$ cat config.mk
export PLATFORM = sky130hd
export DESIGN_NAME = wmaj_trend_multi
export DESIGN_NICKNAME = d
export VERILOG_FILES = /design/src/rtl/wmaj_trend_multi.sv
export SDC_FILE = /design/constraint.sdc
export NUM_CORES = 1
export LEC_CHECK = 0
export CAP_MARGIN = 15
export CORE_MARGIN = 1.5
export CORE_UTILIZATION = 40
export CTS_CLUSTER_SIZE = 20
export DETAILED_ROUTE_END_ITERATION = 8
export GPL_TIMING_DRIVEN = 0
export SLEW_MARGIN = 5
export SYNTH_ARGS = -nofsm -noshare
export SYNTH_HDL_FRONTEND = slang
export SYNTH_SLANG_ARGS = --single-unit
$ cat constraint.sdc
create_clock -name clk -period 3.1 [get_ports clk]
set_input_delay 0.62 -clock clk [delete_from_list [all_inputs] [get_ports clk]]
set_output_delay 0.62 -clock clk [all_outputs]
set_load 0.005 [all_outputs]
$ cat src/rtl/wmaj_trend_multi.sv
// Multi-channel weighted-majority trend detector with a two-stage pipeline
// and hysteresis thresholds. Each channel keeps a sliding window of DEPTH samples.
module wmaj_trend_multi #(
  parameter  int NCH    = 2,
  parameter  int DEPTH  = 8,
  parameter  int W_NEW  = 2,
  localparam int MAXSUM = (DEPTH / 2) * W_NEW + DEPTH / 2,
  localparam int SW     = $clog2(MAXSUM + 1)
) (
  input  logic              clk,
  input  logic              rst_n,
  input  logic              clear,
  input  logic              sample_valid,
  input  logic [NCH-1:0]    sample_in,
  input  logic [SW-1:0]     th_hi,
  input  logic [SW-1:0]     th_lo,
  output logic [NCH-1:0]    trend,
  output logic [NCH*SW-1:0] sum_out,
  output logic              out_valid,
  output logic              primed
);

  localparam int          CW   = $clog2(DEPTH + 1);
  localparam int unsigned HALF = DEPTH / 2;

  logic [NCH-1:0][DEPTH-1:0] win_q, win_d;
  logic [NCH-1:0][SW-1:0]    sum_calc;
  logic [NCH-1:0][SW-1:0]    sum_q, sum_d;
  logic [NCH-1:0][SW-1:0]    sum_out_q, sum_out_d;
  logic [NCH-1:0]            trend_q, trend_d;
  logic [CW-1:0]             cnt_q, cnt_d;
  logic [CW-1:0]             cnt1_q, cnt1_d;
  logic [CW-1:0]             cnt2_q, cnt2_d;
  logic                      v1_q, v1_d;
  logic                      v2_q, v2_d;
  logic                      out_valid_q, out_valid_d;
  logic                      primed_q, primed_d;

  // Newest half of the window (bits 0..HALF-1) carries weight W_NEW.
  always_comb begin
    for (int unsigned c = 0; c < NCH; c++) begin
      sum_calc[c] = '0;
      for (int unsigned i = 0; i < DEPTH; i++) begin
        if (win_q[c][i]) begin
          sum_calc[c] = sum_calc[c] + ((i < HALF) ? SW'(W_NEW) : SW'(1));
        end
      end
    end
  end

  always_comb begin
    win_d       = win_q;
    cnt_d       = cnt_q;
    v1_d        = 1'b0;
    cnt1_d      = cnt1_q;
    sum_d       = sum_q;
    v2_d        = 1'b0;
    cnt2_d      = cnt2_q;
    sum_out_d   = sum_out_q;
    trend_d     = trend_q;
    out_valid_d = 1'b0;
    primed_d    = primed_q;

    if (sample_valid) begin
      for (int unsigned c = 0; c < NCH; c++) begin
        win_d[c] = {win_q[c][DEPTH-2:0], sample_in[c]};
      end
      if (cnt_q != CW'(DEPTH)) begin
        cnt_d = cnt_q + 1'b1;
      end
      v1_d   = 1'b1;
      cnt1_d = cnt_d;
    end

    if (v1_q) begin
      sum_d  = sum_calc;
      v2_d   = 1'b1;
      cnt2_d = cnt1_q;
    end

    // The DEPTH-th result already sees itself as primed, so its trend applies.
    if (v2_q) begin
      out_valid_d = 1'b1;
      sum_out_d   = sum_q;
      if (primed_q || (cnt2_q == CW'(DEPTH))) begin
        primed_d = 1'b1;
        for (int unsigned c = 0; c < NCH; c++) begin
          if (sum_q[c] >= th_hi) begin
            trend_d[c] = 1'b1;
          end else if (sum_q[c] <= th_lo) begin
            trend_d[c] = 1'b0;
          end
        end
      end
    end

    if (clear) begin
      win_d       = '0;
      cnt_d       = '0;
      v1_d        = 1'b0;
      cnt1_d      = '0;
      sum_d       = '0;
      v2_d        = 1'b0;
      cnt2_d      = '0;
      sum_out_d   = '0;
      trend_d     = '0;
      out_valid_d = 1'b0;
      primed_d    = 1'b0;
    end
  end

  always_ff @(posedge clk or negedge rst_n) begin
    if (!rst_n) begin
      win_q       <= '0;
      cnt_q       <= '0;
      v1_q        <= 1'b0;
      cnt1_q      <= '0;
      sum_q       <= '0;
      v2_q        <= 1'b0;
      cnt2_q      <= '0;
      sum_out_q   <= '0;
      trend_q     <= '0;
      out_valid_q <= 1'b0;
      primed_q    <= 1'b0;
    end else begin
      win_q       <= win_d;
      cnt_q       <= cnt_d;
      v1_q        <= v1_d;
      cnt1_q      <= cnt1_d;
      sum_q       <= sum_d;
      v2_q        <= v2_d;
      cnt2_q      <= cnt2_d;
      sum_out_q   <= sum_out_d;
      trend_q     <= trend_d;
      out_valid_q <= out_valid_d;
      primed_q    <= primed_d;
    end
  end

  assign trend     = trend_q;
  assign sum_out   = sum_out_q;
  assign out_valid = out_valid_q;
  assign primed    = primed_q;

endmodule

-- After elaboration in Yosys (flattened, before gate mapping)
Cells that the tools add are included.
- flip-flop bits (word level): 46
- latch bits: 0
- RAM bits: 0
- bits in read-only memories: 0
- bits of input ports: 14
- word-level logic and storage cells: 90
- memories kept: 0
- add/subtract/negate cells: 15
- multiply operators: 0
- divide/modulo/power cells: 0
- magnitude comparators: 4
- equal/unequal tests: 3
- shift operators: 0
- muxes and demuxes: 43
- bitwise gates (word level): 0
- reduce and logical (&&, ||, !) cells: 11
- operators by type and width (cell ; count):
    4-bit two-way mux ; 19
    4-bit by 1-bit adder with 4-bit output, second input constant ; 9
    16-bit two-way mux ; 2
    8-bit two-way mux ; 4
    4-bit by 2-bit adder with 4-bit output, second input constant ; 6
    1-bit two-way mux ; 13
    2-bit two-way mux ; 5
    4-bit greater-or-equal comparator ; 2
    4-bit less-or-equal comparator ; 2
    2-bit nonzero test ; 4
    3-bit AND reduction ; 2
    3-bit nonzero test ; 2
    4-bit == test, second input constant ; 1
    4-bit inequality test, second input constant ; 1
    2-bit AND reduction ; 2
    3-bit by 2-bit inequality test with 1-bit output, second input constant ; 1
    1-bit logical OR ; 1

-- Depth between registers and ports, before layout
Gate-level depths: netlist of the first run.
- word-level depth: 17
- gate-level depth with buffers: 15
- depth with buffers taken out: 15

-- Worst setup path before layout of the first run
Ideal clock, no wire load.
- path type: reg2reg
- start point: register win_q[8] (netlist bit)
- end point: register sum_q[6] (netlist bit)
- setup time: 0.126 ns
- data arrival time: 2.607 ns
- data required time: 2.974 ns
- setup slack: 0.366 ns
- stages on the path, launching flop included: 12
- path buffers: 0
- cells stage by stage: dfrtp_1 -> inv_1 -> ha_1 -> xnor3_2 -> clkinv_2 -> ha_1 -> mux2i_1 -> a21o_1 -> a21oi_1 -> ha_1 -> and3_1 -> a311o_1
- longest elaborated chain between the ends: 17
- RTL lines (element ; line ; RTL):
    from (decl) ; 26 ; logic [NCH-1:0][DEPTH-1:0] win_q, win_d;
    from (signal assigned) ; 126 ; win_q <= win_d;
    2-bit two-way mux (*) ; 44 ; if (win_q[c][i]) begin
    4-bit by 2-bit adder with 4-bit output ; 45 ; sum_calc[c] = sum_calc[c] + ((i < HALF) ? SW'(W_NEW) : SW'(1));
    4-bit two-way mux (*) ; 44 ;
    4-bit by 2-bit adder with 4-bit output ; 45 ;
    4-bit two-way mux (*) ; 44 ;
    4-bit by 2-bit adder with 4-bit output ; 45 ;
    4-bit two-way mux (*) ; 44 ;
    4-bit by 1-bit adder with 4-bit output ; 45 ;
    4-bit two-way mux (*) ; 44 ;
    4-bit by 1-bit adder with 4-bit output ; 45 ;
    4-bit two-way mux (*) ; 44 ;
    4-bit by 1-bit adder with 4-bit output ; 45 ;
    4-bit two-way mux (*) ; 44 ;
    4-bit by 1-bit adder with 4-bit output ; 45 ;
    4-bit two-way mux (*) ; 44 ;
    8-bit two-way mux (*) ; 75 ; if (v1_q) begin
    8-bit two-way mux (*) ; 97 ; if (clear) begin
    to (signal assigned) ; 130 ; sum_q <= sum_d;
    to (decl) ; 28 ; logic [NCH-1:0][SW-1:0] sum_q, sum_d;
Mark *: on every way between the ends. The rest lies on a longest branch, timed or not. The select of a mux whose other input is x is not followed.
A chain may end at the register's enable or synchronous reset.

-- Final worst setup path of the first run
- start point: register win_q[0] (netlist bit)
- end point: register sum_q[2] (netlist bit)
The elaborated chain is that of the path after synthesis.

==> results.cfg, run 1 <==
[setup_path]
critPathMaxFanout = 5
r2r_slack_ns = 0.24
slowest_stage = dfrtp_1
worst_path_most_repeated_cell = ha_1
path_cells = inv_1 -> ha_1 -> xnor3_1 -> inv_2 -> ha_1 -> nor2b_1 -> a211oi_1 -> nor3_2 -> inv_1 -> ha_1 -> nand2_1 -> xor2_1 -> xnor2_1 -> mux2i_1 -> nor2_1
reg2reg_from = win_q[0]$_DFFE_PN0P_
crit_required_ns = 3.29
crit_type = reg -> reg
arrival_ns = 3.05
end_kind = flop
slowest_delay_ns = 0.43
startpoint_type = flop
rr_worst_depth = 15
worst_r2r_endpoint = sum_q[2]$_DFFE_PN0P_

[synth]
yosys-top-cells-area = dfrtp_1 36%, ha_1 13%, mux2i_1 10%
yosysMostFrequentCell = dfrtp_1
syn_area_per_cell_sq_um = 9.99
ys_warn_count = 0
synth_fp_nets = 365
synth.distinct_cells = 56
synth_common_cells = 46 x dfrtp_1, 42 x nor2_1, 33 x mux2i_1, 32 x ha_1, 21 x inv_1
synth_top_area_share_pct = 36.1
synth-seq-cells = 46
seq_area_frac_synth_pct = 36.1
yosysTopAreaCell = dfrtp_1
synth_area_sq_um = 3190
async_flop_share_pct = 100
syn_inst = 319
synthFlopType = dfrtp_1
synth-edff-count = 0

[route]
route.antenna.remaining_nets = 0
routed_wl_um = 6240
post_drt_via_cell_ratio = 5.06
drcViolationCount = 0
wire_per_inst_um = 13.7
detail_route.iter0.violations = 106
vias = 2302
first_pass_iters = 4

[floorplanning]
start_util_pct = 41.2
ios = 26
die_area_sq_um = 8510
core_area_sq_um = 7730
dieWidth_um = 92.3
die_h_um = 92.3
rows = 32

[placement]
finalWeightedCongestion = 0.759
pre_cts_ws_ns = 0.124
post_dp_cell_area_sq_um = 3580
portBuffers = 25
hpwlAfterDp_um = 4730

[pwr]
clockPowerShare_pct = 34.7
leakage_uw = 0.00171
switching_share_pct = 25.2
peakVddDrop_mv = 0.172
combPwrFrac_pct = 15.7
p_switching_uw = 321
intPower_uw = 954
powerDensity_nw_per_um2 = 345
seq_power_share_pct = 49.6

[cts]
cts_buffers = 5
cts_tree = yes
cts-root-buf = clkbuf_8
clock-sinks = 46
cts.clk_slew.worst_paths_ns = 0.08
clock_latency_ns = 0.29
clockBufferDepth = 2
cts_resized = 0
htreeDepth = 2
hold_buffers = 0
post_cts_buffers = 0

[grt]
grt_max_degree = 35
antenna_found_initial = 0
grt_pass1_vias = 2285
track_usage_pct = 16.3
grt_pass1_wl_um = 11000
overflow = 0

[timing]
min_period_ns = 2.86
hold_violations = 0
slew_headroom_pct = 50.1
maxSlewViolCount = 0
fin_crit_sh_pct = 92.2
final.setup.worst_slack_ns = 0.243
setup_viol = 0
hold_ws_ns = 0.207
max_slew.worst_pin.slew_ns = 0.749
finClkSkew_ns = 0.00312
fmax_mhz = 350

[finish]
stdcell_area_sq_um = 3690
finalNetCount = 398
num_antenna_cells = 0
drive_gt1_share_pct = 8.78
syn_to_final_growth_pct = 15.8

[worst_hold_path]
worstHoldPathType = in -> async

[outcome]
status = finished, final reports clean

[job]
cap_violations = 0
## stage by stage
step	util (%)	setup TNS, ns	power, uW	instances
2_1_floorplan	-	0	772	319
3_3_place_gp	46.1	0	843	446
3_5_place_dp	46.3	0	850	447
4_1_cts	47.7	0	1300	455
5_1_grt	47.8	-0.00937	1350	455
6_report	47.8	0	1280	455
## routing by layer
metal	vias up	part of all wire [%]	GRT usage (%)	wire [um]
met5	-	0	0	0
met4	0	1.5	4.62	92
met3	6	2.7	2.65	167
met2	35	48	27.8	3000
met1	1086	48	21.3	2980
li1	1175	-	-	-
## worst max-delay path by stage
| stage | start | to | depth (start not counted) |
|---|---|---|---|
| after global routing | win_q[1]$_DFFE_PN0P_ | sum_q[2]$_DFFE_PN0P_ | 15 |
| after CTS | win_q[8]$_DFFE_PN0P_ | sum_q[6]$_DFFE_PN0P_ | 11 |
| final | win_q[0]$_DFFE_PN0P_ | sum_q[2]$_DFFE_PN0P_ | 15 |
| after detailed placement | win_q[8]$_DFFE_PN0P_ | sum_q[6]$_DFFE_PN0P_ | 11 |
| after global placement | rst_n | trend[0]$_DFFE_PN0P_ | 1 |
| after floorplan | win_q[8]$_DFFE_PN0P_ | sum_q[6]$_DFFE_PN0P_ | 11 |
## sequential cells by signal, summed over array words and instances, names as in the netlist
signal / count
cnt2_q: 4
trend: 2
sum_q: 8
v1_q: 1
cnt1_q: 4
out_valid: 1
sum_out: 8
win_q: 16
v2_q: 1
primed: 1
## cell type report
class                   count  area [sq um]
plain buffers              19           120
flip-flops and latches     46          1150
clock inverters             1          30.0
multi-input cells         231          1830
fillers                   756          4040
well taps                 102           128
inverters                  23          87.6
repair buffers             26           265
clock buffers               7          76.3
## critical path, delay by kind of cell (launching register included)
family / cells / cell delay, ns
AO/OA/AOI/OAI: 1 / 0.06
multiplexers: 1 / 0.14
flip-flops: 1 / 0.43
buffers and inverters: 3 / 0.23
AND/OR/NAND/NOR: 4 / 0.53
adder cells (fa/ha/maj): 3 / 0.83
XOR/XNOR: 3 / 0.52
## logic make-up after synthesis
group / after synthesis / synth area share, %
xor gates and xnor gates: 21 / 6.67
AOI/OAI and AO/OA: 52 / 12.9
buffers and inverters: 42 / 6.52
adders and majority gates: 34 / 13.2
muxes: 33 / 10.4
DFF: 46 / 36.1
and+or+nand+nor: 91 / 14.3
## layout by cell type, fill, tap and decap left out, types with 2 or more instances in the layout
cell	instances
dfrtp_1	46
nor2_1	42
mux2i_1	33
ha_1	32
clkdlybuf4s50_1	24
inv_1	21
nand2_1	13
xnor2_1	13
clkbuf_1	10
nor2b_1	8
a21o_1	7
buf_6	6
xor2_1	6
o21ai_0	6
a211oi_1	5
o21a_1	5
clkbuf_8	5
buf_2	4
o22ai_1	4
nand2b_1	4
nand4b_1	3
a21oi_1	3
nor4b_1	3
nor3b_1	3
nand3_1	3
nor3_1	2
maj3_1	2
nor3_2	2
buf_1	2
o211ai_1	2
and2_1	2
a41oi_1	2
o21ba_2	2
a2bb2oi_1	2
## power groups by stage
stage,clock [uW],sequential (uW),combinational [uW]
2_1_floorplan,0,641,131
5_1_grt,487,636,229
4_1_cts,458,633,206
3_3_place_gp,0,645,198
6_report,442,633,200
3_5_place_dp,0,645,205
Note: power is estimated with default switching activity, not from simulation.
==> run 2: changes to the inputs <==
CTS_CLUSTER_DIAMETER = 50   (was unset)
SLEW_MARGIN = 20   (was 5)
clock period = 2.31 ns   (was 3.1 ns; I/O delays follow)
==> run 2 against run 1 <==
Effect of this change:
- the run now ends with setup timing left
- power is 39% higher
- design area up 9.2%
- utilization rose by 4.4 points
- largest power group unchanged
==> results.cfg, run 2 (synthesized netlist as in run 1, its figures left out) <==
[pwr]
intPower_uw = 1320
p_switching_uw = 443
peakVddDrop_mv = 0.269
switching_share_pct = 25.1
combPwrFrac_pct = 19.2
leakage_uw = 0.00185
clockPowerShare_pct = 32.9
power.total_uw = 1770
powerDensity_nw_per_um2 = 438
seq_power_share_pct = 47.9

[cts]
cts_buffers = 5
hold_buffers = 0
cts-root-buf = clkbuf_8
clock_latency_ns = 0.29
clock-sinks = 46
htreeDepth = 2
cts.clk_slew.worst_paths_ns = 0.08
clockBufferDepth = 2
cts_tree = yes

[route]
drcViolationCount = 0
routed_wl_um = 6530
wire_per_inst_um = 13.7
first_pass_iters = 4
post_drt_via_cell_ratio = 5.03
route.antenna.remaining_nets = 0
vias = 2399
detail_route.iter0.violations = 85

[timing]
slew_headroom_pct = 54.8
setup_viol = 3
fin_crit_sh_pct = 106
hold_violations = 0
min_period_ns = 2.45
final.setup.worst_slack_ns = -0.141
maxSlewViolCount = 0
max_slew.worst_pin.slew_ns = 0.678
fmax_mhz = 408
finClkSkew_ns = 0.00322
rsz0062_at_grt = true

[setup_path]
slowest_stage = dfrtp_1
crit_required_ns = 2.50
arrival_ns = 2.64
critPathMaxFanout = 2
end_kind = flop
rr_worst_depth = 14
path_cells = inv_2 -> ha_4 -> xnor3_1 -> inv_2 -> ha_4 -> o22ai_2 -> nor3_2 -> inv_1 -> ha_2 -> nand2_2 -> xor2_2 -> xnor2_1 -> mux2i_1 -> nor2_1
startpoint_type = flop
worst_r2r_endpoint = sum_q[2]$_DFFE_PN0P_
r2r_slack_ns = -0.14
crit_type = reg -> reg
reg2reg_from = win_q[1]$_DFFE_PN0P_
slowest_delay_ns = 0.41

[finish]
num_antenna_cells = 0
syn_to_final_growth_pct = 26.5
mostFrequentLayoutCell = dfrtp_1
finalNetCount = 420
max_flop_register = win_q
stdcell_area_sq_um = 4030
final_cell_mix = 46 x dfrtp_1, 42 x nor2_1, 33 x mux2i_1
finalCoreUtilization_pct = 52.2
drive_gt1_share_pct = 21.3
largest_register_ffs = 16
nFillCells = 723
layout.cells.non_filler = 477

[grt]
grt_max_degree = 28
antenna_found_initial = 0
overflow = 0
grt_pass1_wl_um = 11200
track_usage_pct = 16.4
grt_pass1_vias = 2381

[job]
cap_violations = 0

[floorplanning]
start_util_pct = 41.2
die_area_sq_um = 8510
core_area_sq_um = 7730
dieWidth_um = 92.3
die_h_um = 92.3
ios = 26
rows = 32

[outcome]
violations = setup timing
status = complete, but fails checks

[placement]
post_dp_cell_area_sq_um = 3650
dp.cells = 447
portBuffers = 25
hpwlAfterDp_um = 4800
finalWeightedCongestion = 0.744

[worst_hold_path]
worstHoldPathType = in -> async
-- run 2: timing repair --
action                                 in CTS  in global routing
setup endpoints to repair                   6                 12
pin swaps                                  11                 19
gates resized for setup                     7                 14
setup buffers                              14                  8
endpoints found under the hold margin       0                  0
-- run 2: power groups by stage --
stage	logic, uW	registers, uW	clock network (uW)
after floorplan	185	861	0
after global placement	276	866	0
after detailed placement	286	866	0
after CTS	320	848	610
after global routing	378	851	643
final	339	847	582
-- run 2: layout make-up --
type | instances | area (sq um) | area share, %
Sequential cell | 46 | 1150 | 28.6
Inverter | 23 | 91.3 | 2.27
Multi-Input combinational cell | 231 | 2000 | 49.5
Clock inverter | 2 | 37.5 | 0.931
Clock buffer | 6 | 72.6 | 1.80
Tap cell | 102 | 128 | 3.17
Buffer | 19 | 121 | 3.01
Timing Repair Buffer | 48 | 434 | 10.8
-- run 2: worst max path at each step --
stage / from / endpoint / slack (ns)
after floorplan: win_q[0]$_DFFE_PN0P_ / sum_q[2]$_DFFE_PN0P_ / -0.16
final: win_q[1]$_DFFE_PN0P_ / sum_q[2]$_DFFE_PN0P_ / -0.14
after global routing: win_q[1]$_DFFE_PN0P_ / sum_q[2]$_DFFE_PN0P_ / -0.29
after global placement: rst_n / win_q[10]$_DFFE_PN0P_ / -0.59
after CTS: win_q[1]$_DFFE_PN0P_ / sum_q[2]$_DFFE_PN0P_ / -0.21
after detailed placement: win_q[1]$_DFFE_PN0P_ / sum_q[2]$_DFFE_PN0P_ / -0.43
-- run 2: per-layer routing --
metal	vias up	track usage, %	wire [um]
met5	-	0	0
met1	1151	22.4	3190
met2	27	27.2	3150
li1	1219	-	-
met3	2	2.57	156
met4	0	3.72	36
-- run 2: per-stage QoR --
step | hold WS (ns) | TNS, ns | setup WS, ns
2_1_floorplan | 0.166 | -0.295 | -0.156
3_3_place_gp | 0.504 | -30.72 | -0.591
3_5_place_dp | 0.458 | -3.62 | -0.431
4_1_cts | 0.135 | -0.312 | -0.207
5_1_grt | 0.134 | -0.833 | -0.291
6_report | 0.124 | -0.210 | -0.141
-- run 2: worst max-delay path: cells and delay by family, from the launching register on --
| kind | cells | cell delay [ns] |
|---|---|---|
| AOI/OAI and AO/OA | 1 | 0.09 |
| xor gates and xnor gates | 3 | 0.50 |
| adders and majority gates | 3 | 0.66 |
| buffers and inverters | 3 | 0.22 |
| DFF | 1 | 0.41 |
| muxes | 1 | 0.13 |
| and+or+nand+nor | 3 | 0.35 |
==> edit, RTL diff (flow settings as in run 2) <==
Change the parameter `NCH` from 2 to 1.
--- a/src/rtl/wmaj_trend_multi.sv
+++ b/src/rtl/wmaj_trend_multi.sv
@@ -2,5 +2,5 @@
 // and hysteresis thresholds. Each channel keeps a sliding window of DEPTH samples.
 module wmaj_trend_multi #(
-  parameter  int NCH    = 2,
+  parameter  int NCH    = 1,
   parameter  int DEPTH  = 8,
   parameter  int W_NEW  = 2,
Ports: changed (resized sample_in, sum_out and trend); port bits go from 26 to 20. The function was not compared with the original's and may differ.
==> edit against run 2 <==
The flow still finishes with violations (setup timing). Wire length decreased by 42%. Design area decreased by 43%. Global-route usage increased by 0.19 points. Sequential cell count decreased by 17. Area after synthesis decreased by 43%. Maximum frequency decreased by 0.62%. Critical path depth decreased by 4. Setup slack got worse by 0.015 ns. Power decreased by 37%.
==> edit: results (changes against run 2) <==
Peak supply drop: 241.3 uV (-10%). The total setup violations reported at the end of the flow was 2 (-1); the number of nets in the finished design was 246 (-41%). The logs give 30 (+7.1%) for the largest net degree at the start of global routing and 181 (-43%) for the gate count of the mapped netlist.

The count of distinct cell types in the synthesized netlist is 43 (-23%). The tools report the number of nets produced by synthesis as 211 (-42%). The proportion of synthesized chip area in sequential cells is 39.94% (+3.8 points). The number of vias per cell after detailed routing was 4.993 (-0.73%). The count of port buffers added during placement is 19 (-24%). After synthesis, the most frequently instantiated cells are 29 x dfrtp_1, 24 x nor2_1, 19 x mux2i_1, 17 x ha_1, 13 x inv_1. Number of DRC violations after detailed-routing iteration 0: 51 (-40%).

The number of cells on the worst reg-to-reg path was 10 (-4). For the total negative setup slack, the log shows -0.2459 ns (-0.03611 ns). The critical path startpoint was win_q[0]$_DFFE_PN0P_.

On the critical path, the stage with the largest delay is an instance of dfrtp_2. The logs give 1.058 nW (-43%) for the reported leakage power and 0.7766 (+4.3%) for the routability congestion estimate from global placement. The final reports fail on setup timing.

The destination of the critical timing path is sum_q[3]$_DFFE_PN0P_. For the filler cell count, the log shows 388 (-46%). The placed standard-cell area is 0.002110 mm2 (-42%), and the share of layout cells above drive strength 1 is 20.74% (-0.60 points). The run gives 53.25% (-1.5 points) as the worst slew margin relative to its limit.

The slack of the critical path was -0.1562 ns (-0.01523 ns); the half-perimeter wire length after detailed placement was 2644 um (-45%). The run finished, with violations left. The flip-flop count of the largest register, all copies and words added works out to 8 (-8).

The run gives 16.55% (+0.19 points) as the total track usage.
edit: changes by cell type after synthesis, sizes merged, moves of 5 or more:
cell	change
nor2	-17
a21o	-5
inv	-8
xnor2	-8
mux2i	-14
nand2	-6
ha	-15
dfrtp	-17
buf	-5
edit: worst min path at each step:
stage | startpoint | end | slack (ns) | cells past startpoint
2_1_floorplan | rst_n | cnt1_q[0]$_DFFE_PN0P_ | 0.17 | 0
3_3_place_gp | cnt2_q[3]$_DFFE_PN0P_ | cnt2_q[3]$_DFFE_PN0P_ | 0.50 | 2
3_5_place_dp | sum_out[3]$_DFFE_PN0P_ | sum_out[3]$_DFFE_PN0P_ | 0.51 | 2
4_1_cts | rst_n | out_valid$_DFF_PN0_ | 0.23 | 1
5_1_grt | rst_n | out_valid$_DFF_PN0_ | 0.25 | 1
6_report | rst_n | primed$_DFFE_PN0P_ | 0.20 | 1
edit: critical path, delay by kind of cell, from the launching register on:
kind            cells  cell delay [ns]
buf+inv             1             0.08
simple gates        2             0.43
fa+ha+maj           2             0.51
flops               1             0.43
xor+xnor            1             0.17
compound gates      4             0.75
edit: area by class of cell:
| type | count | share of cell area, % |
|---|---|---|
| Clock inverter | 3 | 0.7663 |
| Tap cell | 52 | 2.846 |
| Clock buffer | 5 | 3.010 |
| Multi-Input combinational cell | 127 | 45.70 |
| Timing Repair Buffer | 28 | 11.06 |
| Sequential cell | 29 | 31.86 |
| Inverter | 15 | 2.627 |
| Buffer | 10 | 2.135 |
edit: where the power goes:
part	internal, W	switching [W]	total [W]
clock	0.000207	0.000204	0.000412
sequential	0.000521	0.0000127	0.000534
combinational	0.0000877	0.0000834	0.000171
edit: repair_timing:
action | 4_1_cts | 5_1_grt
pin swaps | 5 | 5
cloned | 0 | 0
endpoints found under the setup margin | 3 | 3
resized for setup | 1 | 6
setup buffers | 7 | 2
edit: routing by layer:
| metal | up-vias | share of wire, % | track usage, % |
|---|---|---|---|
| met5 | - | 0 | 0 |
| met3 | 7 | 4.6 | 4.906 |
| li1 | 679 | - | - |
| met1 | 627 | 46 | 19.93 |
| met2 | 30 | 48 | 28.20 |
| met4 | 0 | 1.6 | 5.342 |
edit: through the flow:
| stage | setup slack (ns) | hold slack (ns) |
|---|---|---|
| final | -0.1562 | 0.2017 |
| after global routing | -0.2328 | 0.2549 |
| after CTS | -0.1562 | 0.2265 |
| after detailed placement | -0.3101 | 0.5086 |
| after global placement | -0.2198 | 0.5017 |
| after floorplan | -0.08787 | 0.1664 |
edit: cell families (layout without fill, tap and decap cells):
logic type	after synthesis	in the layout	synth area share, %
compound gates	24	24	10.19
flops	29	29	39.95
fa+ha+maj	18	18	12.26
simple gates	55	55	15.22
mux	19	19	10.47
xor+xnor	11	11	6.060
buf+inv	25	61	5.853
